[src/rtl/work_loader_pkg.sv]
// Shared constants and FSM encoding for the work register load sequencer.
package work_loader_pkg;

   localparam int DEF_NUM_WORDS = 12;
   localparam int DEF_WORD_W    = 32;

   typedef logic [1:0] state_t;

   localparam state_t S_CLEAR  = 2'd0;
   localparam state_t S_LOAD   = 2'd1;
   localparam state_t S_COMMIT = 2'd2;
   localparam state_t S_HOLD   = 2'd3;

endpackage

[src/rtl/onehot_dec.sv]
// Index to one-hot decoder with enable; drives the per-register write enables.
module onehot_dec #(
   parameter int N     = 12,
   parameter int IDX_W = $clog2(N)
) (
   input  logic             en,
   input  logic [IDX_W-1:0] idx,
   output logic [N-1:0]     onehot
);

   for (genvar i = 0; i < N; i++) begin : g_dec
      assign onehot[i] = en && (idx == IDX_W'(i));
   end

endmodule

[src/rtl/work_reg_loader.sv]
// Steers a valid/ready word stream into the work register bank, one enable pulse per word.
// Optional checksum word and compare enabled by defining WORK_CKSUM_EN.
module work_reg_loader
   import work_loader_pkg::*;
#(
   parameter int NUM_WORDS = DEF_NUM_WORDS,
   parameter int WORD_W    = DEF_WORD_W
) (
   input  logic                 clk,
   input  logic                 clr_n,
   input  logic                 in_valid,
   input  logic [WORD_W-1:0]    in_data,
   output logic                 in_ready,
   input  logic                 flush,
   output logic [WORD_W-1:0]    reg_d,
   output logic [NUM_WORDS-1:0] reg_en,
   output logic                 reg_clr,
   output logic                 work_valid,
   input  logic                 work_ack,
   output logic                 err
);

   localparam int IDX_W = $clog2(NUM_WORDS);
   localparam logic [IDX_W-1:0] LAST_IDX = IDX_W'(NUM_WORDS - 1);

   state_t               state;
   logic [IDX_W-1:0]     idx;
   logic                 accept;
   logic                 data_accept;
   logic [NUM_WORDS-1:0] en_next;

   assign reg_clr    = (state == S_CLEAR);
   assign work_valid = (state == S_HOLD);
   assign in_ready   = (state == S_LOAD) && !flush;
   assign accept     = in_valid && in_ready;

`ifdef WORK_CKSUM_EN
   logic              cksum_phase;
   logic              cksum_bad;
   logic [WORD_W-1:0] sum;

   // the trailing checksum word is consumed but never written to the bank
   assign data_accept = accept && !cksum_phase;
   assign err         = (state == S_COMMIT) && cksum_bad;
`else
   assign data_accept = accept;
   assign err         = 1'b0;
`endif

   onehot_dec #(.N(NUM_WORDS), .IDX_W(IDX_W)) u_dec (
      .en     (data_accept),
      .idx    (idx),
      .onehot (en_next)
   );

   always_ff @(posedge clk or negedge clr_n) begin
      if (!clr_n) begin
         state  <= S_CLEAR;
         idx    <= '0;
         reg_d  <= '0;
         reg_en <= '0;
`ifdef WORK_CKSUM_EN
         cksum_phase <= 1'b0;
         cksum_bad   <= 1'b0;
         sum         <= '0;
`endif
      end else begin
         // a pulse registered last cycle always completes, even under flush
         reg_en <= en_next;
         if (data_accept) reg_d <= in_data;

         if (flush) begin
            state <= S_CLEAR;
            idx   <= '0;
         end else begin
            case (state)
               S_CLEAR: begin
                  idx   <= '0;
                  state <= S_LOAD;
`ifdef WORK_CKSUM_EN
                  sum         <= '0;
                  cksum_phase <= 1'b0;
`endif
               end
               S_LOAD: begin
`ifdef WORK_CKSUM_EN
                  if (accept) begin
                     if (cksum_phase) begin
                        cksum_bad   <= (in_data != sum);
                        cksum_phase <= 1'b0;
                        state       <= S_COMMIT;
                     end else begin
                        sum <= sum + in_data;
                        if (idx == LAST_IDX) begin
                           idx         <= '0;
                           cksum_phase <= 1'b1;
                        end else begin
                           idx <= idx + 1'b1;
                        end
                     end
                  end
`else
                  if (accept) begin
                     if (idx == LAST_IDX) begin
                        idx   <= '0;
                        state <= S_COMMIT;
                     end else begin
                        idx <= idx + 1'b1;
                     end
                  end
`endif
               end
               S_COMMIT: begin
`ifdef WORK_CKSUM_EN
                  state <= cksum_bad ? S_CLEAR : S_HOLD;
`else
                  state <= S_HOLD;
`endif
               end
               S_HOLD: begin
                  if (work_ack) begin
                     state <= S_LOAD;
`ifdef WORK_CKSUM_EN
                     sum <= '0;
`endif
                  end
               end
               default: state <= S_CLEAR;
            endcase
         end
      end
   end

endmodule

[config.mk]
export PLATFORM = sky130hd
export DESIGN_NAME = work_reg_loader
export DESIGN_NICKNAME = d
export VERILOG_FILES = /design/src/rtl/work_loader_pkg.sv /design/src/rtl/onehot_dec.sv /design/src/rtl/work_reg_loader.sv
export SDC_FILE = /design/constraint.sdc
export NUM_CORES = 1
export LEC_CHECK = 0
export CAP_MARGIN = 20
export CORE_UTILIZATION = 35
export CTS_BUF_LIST = sky130_fd_sc_hd__clkbuf_16
export DETAILED_ROUTE_END_ITERATION = 6
export PLACE_DENSITY = 0.64
export SLEW_MARGIN = 30
export SYNTH_ARGS = -nofsm -noshare
export SYNTH_HDL_FRONTEND = slang
export SYNTH_SLANG_ARGS = --single-unit
[constraint.sdc]
create_clock -name clk -period 2.5 [get_ports clk]
set_clock_uncertainty 0.2 [all_clocks]
set_input_delay 0.625 -clock clk [delete_from_list [all_inputs] [get_ports clk]]
set_output_delay 0.625 -clock clk [all_outputs]
set_load 0.05 [all_outputs]
==> flow_summary.json, run 1 <==
{
  "status": "complete, no violations",
  "yosysMostFrequentCell": "dfrtp_1",
  "dr.pass1.iters": 4,
  "num_antenna_cells": 0,
  "cts.sinks": 50,
  "grt_max_degree": 20,
  "fp.dieW_um": 79.2,
  "final.setup.worst_slack_ns": 0.127,
  "ys.flop_type": "dfrtp_1",
  "r2r-start": "state[1]$_DFFE_PN0P_",
  "drv_cap": 0,
  "cts_buffers": 5,
  "busiest_layer": "met2",
  "worstSetupEndpointType": "output pin",
  "cts_hold_buf": 0,
  "fin_crit_ns": 2.37,
  "p_clk_share_pct": 15.6,
  "grt_overflow": 0,
  "synthCells": 142,
  "power_density_nw_per_um2": 1260,
  "p_int_mw": 2.29,
  "start_kind": "flip-flop",
  "hold_viol": 0,
  "core.rowCount": 27,
  "p_sw_mw": 1.73,
  "fill_cells": 488,
  "dp_slack_ns": 0.157,
  "met1_usage_pct": 17.4,
  "ff2ff_setup_slack_ns": 0.61,
  "whs_ns": 0.0240,
  "reg2reg_to": "reg_d[24]$_DFFE_PN0P_",
  "power_frac_comb_pct": 53.6,
  "p_leak_nw": 1.42,
  "grt_usage_pct": 13.6,
  "synth_area_leaders": "dfrtp_1 60%, mux2_2 14%, ha_1 4.8%",
  "drcViolationCount": 0,
  "place_area_um2": 3040,
  "post_cts_resized": 0,
  "start_util_pct": 37.1,
  "rsz0062_at_grt": "false",
  "yosysSeqAreaShare_pct": 60.1,
  "ios": 85,
  "detail_route.wirelength_um": 4080,
  "core_area_um2": 5610,
  "clk_pin_slew_ns": 0.06,
  "gp_congestion": 0.742,
  "use_met2_pct": 22.0,
  "regArea_um2": 1250,
  "synth.avg_cell_area_um2": 14.7,
  "critical_path.startpoint": "state[1]$_DFFE_PN0P_",
  "syn-num-nets": 187,
  "path_class": "flip-flop to output pin",
  "synth_area_um2": 2080,
  "drive_gt1_share_pct": 21.5,
  "peakVddDrop_mv": 0.739,
  "tns_ns": 0,
  "yosysUniqueCellTypes": 31,
  "num_vias": 1390,
  "slew-limit-headroom_pct": 64.3,
  "grt_pass1_vias": 1398,
  "slowest_delay_ns": 0.40,
  "die_y_um": 79.2,
  "cts_setup_buffers": 0,
  "dp_hpwl_um": 3030,
  "cts_tree": "done",
  "area_growth_pct": 52.6,
  "reg2reg_depth": 6,
  "seq_power_share_pct": 30.8,
  "synth_edf_count": 0,
  "async_flop_share_pct": 100,
  "yosys_warnings": 0,
  "hold_class": "input port to asynchronous set/reset pin",
  "use_met3_pct": 4.25,
  "yosysTopAreaCellShare_pct": 60.1,
  "crit_path_end": "in_ready",
  "fmax_mhz": 421,
  "synth.largest_area_cell": "dfrtp_1",
  "vias_per_cell": 4.56,
  "drtAntennaViolNets": 0,
  "dieArea_um2": 6260,
  "grt_pass1_wl_um": 6550,
  "synth_common_cells": "50 x dfrtp_1, 26 x mux2_2, 10 x and2_1, 8 x ha_1, 7 x inv_1",
  "clock_latency_ns": 0.28,
  "drt_iter0_markers": 58,
  "ys_ff_latch": 50,
  "setup_violations": 0,
  "clockBufferDepth": 2,
  "cts_max_level": 2,
  "slowest_stage": "dfrtp_1",
  "fin_crit_sh_pct": 94.9,
  "antenna_found_initial": 0,
  "port_buffers": 83,
  "crit_chain": "inv_1, ha_1, nor2b_1, buf_12",
  "drv_slew": 0,
  "required_ns": 1.67,
  "worstPathMaxFanout": 6,
  "cts_root_buf": "clkbuf_16",
  "multi_input_area_um2": 761,
  "switching_share_pct": 43.1,
  "fin_util_pct": 56.7,
  "crit_arrival_ns": 1.55,
  "fin_area_um2": 3180,
  "nets": 277,
  "wire_per_inst_um": 13.4,
  "tightest_slew_ns": 0.534
}
## kinds of logic after synthesis
| group | after synthesis | share of synthesized area, % |
|---|---|---|
| fa+ha+maj | 8 | 4.80 |
| simple gates | 28 | 9.19 |
| flops | 50 | 60.1 |
| buf+inv | 13 | 3.42 |
| other cells | 1 | 0.180 |
| mux | 33 | 18.9 |
| compound gates | 9 | 3.48 |
## worst max-delay path: cells and delay by family, from the launching register on
kind	cells	cell delay [ns]
flip-flops	1	0.40
AND/OR/NAND/NOR	1	0.30
buffers and inverters	2	0.29
adder cells (fa/ha/maj)	1	0.28
## sequential cells by signal, indices dropped and copies added, names as in the netlist
| signal | cells |
|---|---|
| reg_en | 12 |
| idx | 4 |
| reg_d | 32 |
| state | 2 |
## final cells by class
type / instances / area share [%]
Clock buffer: 5 / 3.94
Sequential cell: 50 / 39.4
Clock inverter: 3 / 0.394
Tap cell: 72 / 2.83
Timing Repair Buffer: 89 / 28.7
Inverter: 7 / 0.826
Multi-Input combinational cell: 79 / 23.9
## worst min-delay path by stage
stage                           end  slack [ns]
6_report       reg_d[6]$_DFFE_PN0P_        0.02
4_1_cts         reg_en[2]$_DFF_PN0_        0.04
3_5_place_dp   reg_d[3]$_DFFE_PN0P_        0.29
2_1_floorplan    idx[0]$_DFFE_PN0P_        0.13
3_3_place_gp   reg_d[1]$_DFFE_PN0P_        0.29
5_1_grt        reg_d[6]$_DFFE_PN0P_        0.05
## layer usage
layer	up-vias	wire length [um]
li1	665	-
met3	6	379
met4	0	42
met5	-	0
met2	64	1750
met1	655	1910
## through the flow
step / instances / power [mW]
after floorplan: 142 / 2.67
after global placement: 297 / 3.40
after detailed placement: 297 / 3.42
after CTS: 305 / 4.07
after global routing: 305 / 4.20
final: 305 / 4.02
## power groups by stage
stage	sequential (mW)	combinational, mW	clock [mW]
3_3_place_gp	1.24	2.16	0
5_1_grt	1.27	2.25	0.685
4_1_cts	1.24	2.18	0.651
3_5_place_dp	1.25	2.17	0
2_1_floorplan	2.18	0.492	0
6_report	1.24	2.16	0.629
## layout by cell type (no fill, tap or decap), types with 2 or more instances in the layout
cell             netlist  routed
a22o_1                 3       3
and2_1                10      10
buf_12                 0       4
buf_4                  1       5
clkbuf_16              0       5
clkdlybuf4s50_1        0      79
dfrtp_1               50      50
ha_1                   8       8
inv_1                  7       8
mux2_2                26      26
mux2_4                 6       6
nand3_1                3       3
nand3b_1               2       2
nand4_1                2       2
nor2b_1                2       2
nor3_1                 2       2
Power figures use the tool's default switching activity.
==> run 2, diff against run 1 <==
--- a/config.mk
+++ b/config.mk
@@ -6,6 +6,7 @@
 export NUM_CORES = 1
 export LEC_CHECK = 0
 export CAP_MARGIN = 20
+export CORE_ASPECT_RATIO = 1.2
 export CORE_UTILIZATION = 35
 export CTS_BUF_LIST = sky130_fd_sc_hd__clkbuf_16
 export DETAILED_ROUTE_END_ITERATION = 6
==> constraint.sdc (replaced) <==
create_clock -name clk -period 2.55 [get_ports clk]
set_clock_uncertainty 0.2 [all_clocks]
set_input_delay 0.6375 -clock clk [delete_from_list [all_inputs] [get_ports clk]]
set_output_delay 0.6375 -clock clk [all_outputs]
set_load 0.05 [all_outputs]
==> flow_summary.json, run 2 (same netlist as run 1, synthesis figures left out) <==
{
  "status": "complete, no violations",
  "drive_gt1_share_pct": 21.4,
  "reg2reg_to": "reg_en[9]$_DFF_PN0_",
  "crit_arrival_ns": 1.52,
  "reg.largest.list": "reg_d (32), reg_en (12), idx (4)",
  "busiest_layer": "met2",
  "final_common_cell": "clkdlybuf4s50_1",
  "cts_buffers": 5,
  "cts_root_buf": "clkbuf_16",
  "dr.pass1.iters": 3,
  "drtAntennaViolNets": 0,
  "peakVddDrop_mv": 0.422,
  "rsz0062_at_grt": "false",
  "dieArea_um2": 6270,
  "reg2reg_depth": 6,
  "gp_congestion": 0.688,
  "ff2ff_setup_slack_ns": 0.69,
  "cts_hold_buf": 0,
  "num_vias": 1359,
  "detail_route.wirelength_um": 3770,
  "fill_cells": 515,
  "antenna_found_initial": 0,
  "core.rowCount": 30,
  "fin_crit_sh_pct": 92.5,
  "grt_pass1_wl_um": 6120,
  "worstPathMaxFanout": 6,
  "cts_tree": "done",
  "cts_max_level": 2,
  "drcViolationCount": 0,
  "clockBufferDepth": 2,
  "grt_max_degree": 40,
  "area_growth_pct": 52.5,
  "dp_hpwl_um": 2750,
  "met1_usage_pct": 15.1,
  "setup_violations": 0,
  "cts.sinks": 50,
  "start_util_pct": 36.5,
  "clock_latency_ns": 0.28,
  "required_ns": 1.71,
  "clk_pin_slew_ns": 0.06,
  "tns_ns": 0,
  "largest_register_ffs": 32,
  "hold_class": "input port to asynchronous set/reset pin",
  "power_density_nw_per_um2": 1260,
  "hold_viol": 0,
  "drv_slew": 0,
  "cts_setup_buffers": 0,
  "slew-limit-headroom_pct": 65.2,
  "ios": 85,
  "most-common-layout-cells": "79 x clkdlybuf4s50_1, 50 x dfrtp_1, 26 x mux2_2",
  "grt_overflow": 0,
  "drv_cap": 0,
  "tightest_slew_ns": 0.521,
  "fin_cells": 309,
  "crit_path_end": "in_ready",
  "path_class": "flip-flop to output pin",
  "use_met2_pct": 21.1,
  "wire_per_inst_um": 12.2,
  "p_leak_nw": 1.41,
  "core_area_um2": 5710,
  "vias_per_cell": 4.40,
  "fmax_mhz": 424,
  "fin_crit_ns": 2.36,
  "r2r-start": "state[1]$_DFFE_PN0P_",
  "top_register": "reg_d",
  "grt_pass1_vias": 1315,
  "use_met3_pct": 3.95,
  "die_y_um": 86.5,
  "worstSetupEndpointType": "output pin",
  "port_buffers": 83,
  "critical_path.startpoint": "state[1]$_DFFE_PN0P_",
  "fp.dieW_um": 72.4,
  "grt_usage_pct": 12.8,
  "nets": 273,
  "placed_cells": 301,
  "start_kind": "flip-flop",
  "drt_iter0_markers": 42,
  "num_antenna_cells": 0
}
==> run 2: through the flow <==
| stage | setup WS [ns] | util, % | power, mW | instance area [um2] | hold slack [ns] |
|---|---|---|---|---|---|
| 2_1_floorplan | 0.210 | - | 2.62 | 2080 | 0.142 |
| 3_3_place_gp | 0.152 | 52.7 | 3.31 | 3010 | 0.285 |
| 3_5_place_dp | 0.128 | 52.7 | 3.33 | 3010 | 0.291 |
| 4_1_cts | 0.0786 | 55.6 | 4.06 | 3170 | 0.0400 |
| 5_1_grt | 0.0868 | 55.7 | 4.20 | 3180 | 0.0563 |
| 6_report | 0.191 | 55.7 | 4.01 | 3180 | 0.0385 |
==> run 2: layout make-up <==
| cell class | instances | area [um2] | share of cell area (%) |
|---|---|---|---|
| timing repair buffer | 85 | 871 | 27.4 |
| inverter | 7 | 26.3 | 0.827 |
| sequential | 50 | 1250 | 39.4 |
| clock inverter | 3 | 40.0 | 1.26 |
| multi-input combinational | 79 | 763 | 24.0 |
| tap | 80 | 100 | 3.15 |
| clock buffer | 5 | 125 | 3.94 |
==> run 2: repair_timing <==
item,4_1_cts,5_1_grt
setup endpoints to repair,0,1
hold endpoints to repair,0,0
resized for setup,0,1
==> run 2: critical path, cell delays in order (launching register included) <==
cell and delay [ns]:
dfrtp_1 0.40, inv_1 0.10, ha_1 0.28, nor2b_2 0.29, buf_12 0.17
==> run 2: how the worst min path moves through the flow <==
stage,startpoint,to,slack (ns),cells after the start
detailed placement,reg_d[16]$_DFFE_PN0P_,reg_d[16]$_DFFE_PN0P_,0.29,1
finish,clr_n,reg_d[7]$_DFFE_PN0P_,0.04,1
global route,clr_n,reg_d[7]$_DFFE_PN0P_,0.06,1
global placement,reg_d[16]$_DFFE_PN0P_,reg_d[16]$_DFFE_PN0P_,0.29,1
floorplan,clr_n,idx[0]$_DFFE_PN0P_,0.14,0
CTS,clr_n,reg_d[7]$_DFFE_PN0P_,0.04,1
==> run 2: where the power goes <==
part	leakage [nW]	switching [mW]	total, mW	internal [mW]
clock	0.0836	0.259	0.717	0.458
sequential	0.632	0.133	1.20	1.07
combinational	0.691	1.29	2.09	0.805
==> run 2: layer usage <==
metal	part of all wire [%]	wire length (um)
met1	41	1550
met5	0	0
met3	7.0	263
met4	2.1	80
met2	50	1880
==> run 3, diff against run 2 <==
--- a/config.mk
+++ b/config.mk
@@ -6,12 +6,14 @@
 export NUM_CORES = 1
 export LEC_CHECK = 0
 export CAP_MARGIN = 20
-export CORE_ASPECT_RATIO = 1.2
+export CORE_ASPECT_RATIO = 0.9
 export CORE_UTILIZATION = 35
 export CTS_BUF_LIST = sky130_fd_sc_hd__clkbuf_16
 export DETAILED_ROUTE_END_ITERATION = 6
 export PLACE_DENSITY = 0.64
+export SKIP_LAST_GASP = 1
 export SLEW_MARGIN = 30
 export SYNTH_ARGS = -nofsm -noshare
 export SYNTH_HDL_FRONTEND = slang
 export SYNTH_SLANG_ARGS = --single-unit
+export TNS_END_PERCENT = 1
==> flow_summary.json, run 3 (same netlist as run 1, synthesis figures left out) <==
{
  "rsz0062_at_grt": "false",
  "drtAntennaViolNets": 0,
  "gp_congestion": 0.674,
  "worstSetupEndpointType": "output pin",
  "slowest_delay_ns": 0.40,
  "grt_overflow": 0,
  "top_register": "reg_d",
  "num_vias": 1383,
  "peakVddDrop_mv": 0.853,
  "drv_slew": 0,
  "cts_hold_buf": 0,
  "final_common_cell": "clkdlybuf4s50_1",
  "vias_per_cell": 4.61,
  "totalPowerFinal_mw": 4.04,
  "reg.largest.list": "reg_d (32), reg_en (12), idx (4)",
  "crit_chain": "inv_1, ha_1, nor2b_2, buf_12",
  "p_leak_nw": 1.41,
  "grt_usage_pct": 13.5,
  "dieArea_um2": 6270,
  "clockBufferDepth": 2,
  "drcViolationCount": 0,
  "clk_pin_slew_ns": 0.07,
  "path_class": "flip-flop to output pin",
  "placed_cells": 292,
  "fin_util_pct": 55.8,
  "crit_arrival_ns": 1.52,
  "slew-limit-headroom_pct": 59.4,
  "cts_tree": "done",
  "tightest_slew_ns": 0.609,
  "place_area_um2": 3000,
  "drt_iter0_markers": 19,
  "fin_crit_ns": 2.36,
  "hold_class": "input port to asynchronous set/reset pin",
  "cts.sinks": 50,
  "drive_gt1_share_pct": 21.3,
  "dp_hpwl_um": 2950,
  "tns_ns": 0,
  "slowest_stage": "dfrtp_1",
  "fin_cells": 300,
  "cts_root_buf": "clkbuf_16",
  "grt_max_degree": 27,
  "fmax_mhz": 424,
  "antenna_found_initial": 0,
  "detail_route.wirelength_um": 3940,
  "worstPathMaxFanout": 6,
  "area_growth_pct": 52.4,
  "final.setup.worst_slack_ns": 0.190,
  "largest_register_ffs": 32,
  "most-common-layout-cells": "79 x clkdlybuf4s50_1, 50 x dfrtp_1, 26 x mux2_2",
  "wire_per_inst_um": 13.1,
  "hold_viol": 0,
  "clock_latency_ns": 0.28,
  "grt_pass1_wl_um": 6450,
  "dr.pass1.iters": 4,
  "fin_area_um2": 3170,
  "core_area_um2": 5690,
  "ios": 85,
  "dp_slack_ns": 0.119,
  "core.rowCount": 26,
  "nets": 274,
  "setup_violations": 0,
  "start_util_pct": 36.6,
  "status": "complete, no violations",
  "grt_pass1_vias": 1311,
  "fp.dieW_um": 83.3,
  "num_antenna_cells": 0,
  "fin_crit_sh_pct": 92.6,
  "die_y_um": 75.2,
  "start_kind": "flip-flop",
  "drv_cap": 0,
  "cts_max_level": 2,
  "port_buffers": 83,
  "power_density_nw_per_um2": 1270,
  "required_ns": 1.71,
  "cts_buffers": 5,
  "whs_ns": 0.163
}
## run 3: changes by cell type in the layout (fill, tap and decap cells not counted)
cell      before  now
buf_4          2    3
clkinv_1       0    1
clkinv_2       2    0
inv_6          0    1
## run 3: repair_timing
action | in CTS | in global routing
setup endpoints to repair | 0 | 1
setup buffers | 0 | 0
gates resized for setup | 0 | 1
## run 3: path summary, 6_finish.rpt
path                                            start                     to  slack [ns]  depth (start not counted)
min in group clk                reg_d[27]$_DFFE_PN0P_  reg_d[27]$_DFFE_PN0P_        0.30                          1
worst max register to register   state[1]$_DFFE_PN0P_  reg_d[30]$_DFFE_PN0P_        0.67                          5
worst min-delay path                            clr_n   reg_d[6]$_DFFE_PN0P_        0.16                          1
worst min register to register  reg_d[27]$_DFFE_PN0P_  reg_d[27]$_DFFE_PN0P_        0.30                          1
max in group asynchronous                       clr_n  reg_d[31]$_DFFE_PN0P_        1.45                          2
worst max-delay path             state[1]$_DFFE_PN0P_               in_ready        0.19                          4
## run 3: cell type report
type                            instances  area [um2]
Sequential cell                        50        1250
Timing Repair Buffer                   86         878
Tap cell                               70        87.6
Clock inverter                          3        42.5
Multi-Input combinational cell         79         763
Fill cell                             484        2520
Clock buffer                            5         125
Inverter                                7        26.3
## run 3: worst max-delay path: cells and delay by family, from the launching register on
| kind | cells | cell delay [ns] |
|---|---|---|
| adder cells (fa/ha/maj) | 1 | 0.27 |
| buffers and inverters | 2 | 0.28 |
| flip-flops | 1 | 0.40 |
| AND/OR/NAND/NOR | 1 | 0.29 |
## run 3: where the power goes
group	internal [mW]	switching, mW	leakage [nW]	total, mW
combinational	0.807	1.29	0.695	2.09
clock	0.462	0.272	0.0818	0.734
sequential	1.07	0.143	0.632	1.21
## run 3: layer usage
metal | wire [um] | GRT usage [%] | vias to the layer above
met1 | 1930 | 19.0 | 648
met4 | 37 | 4.02 | 0
met2 | 1620 | 19.4 | 67
met3 | 360 | 5.15 | 5
met5 | 0 | 0 | -
li1 | - | - | 663
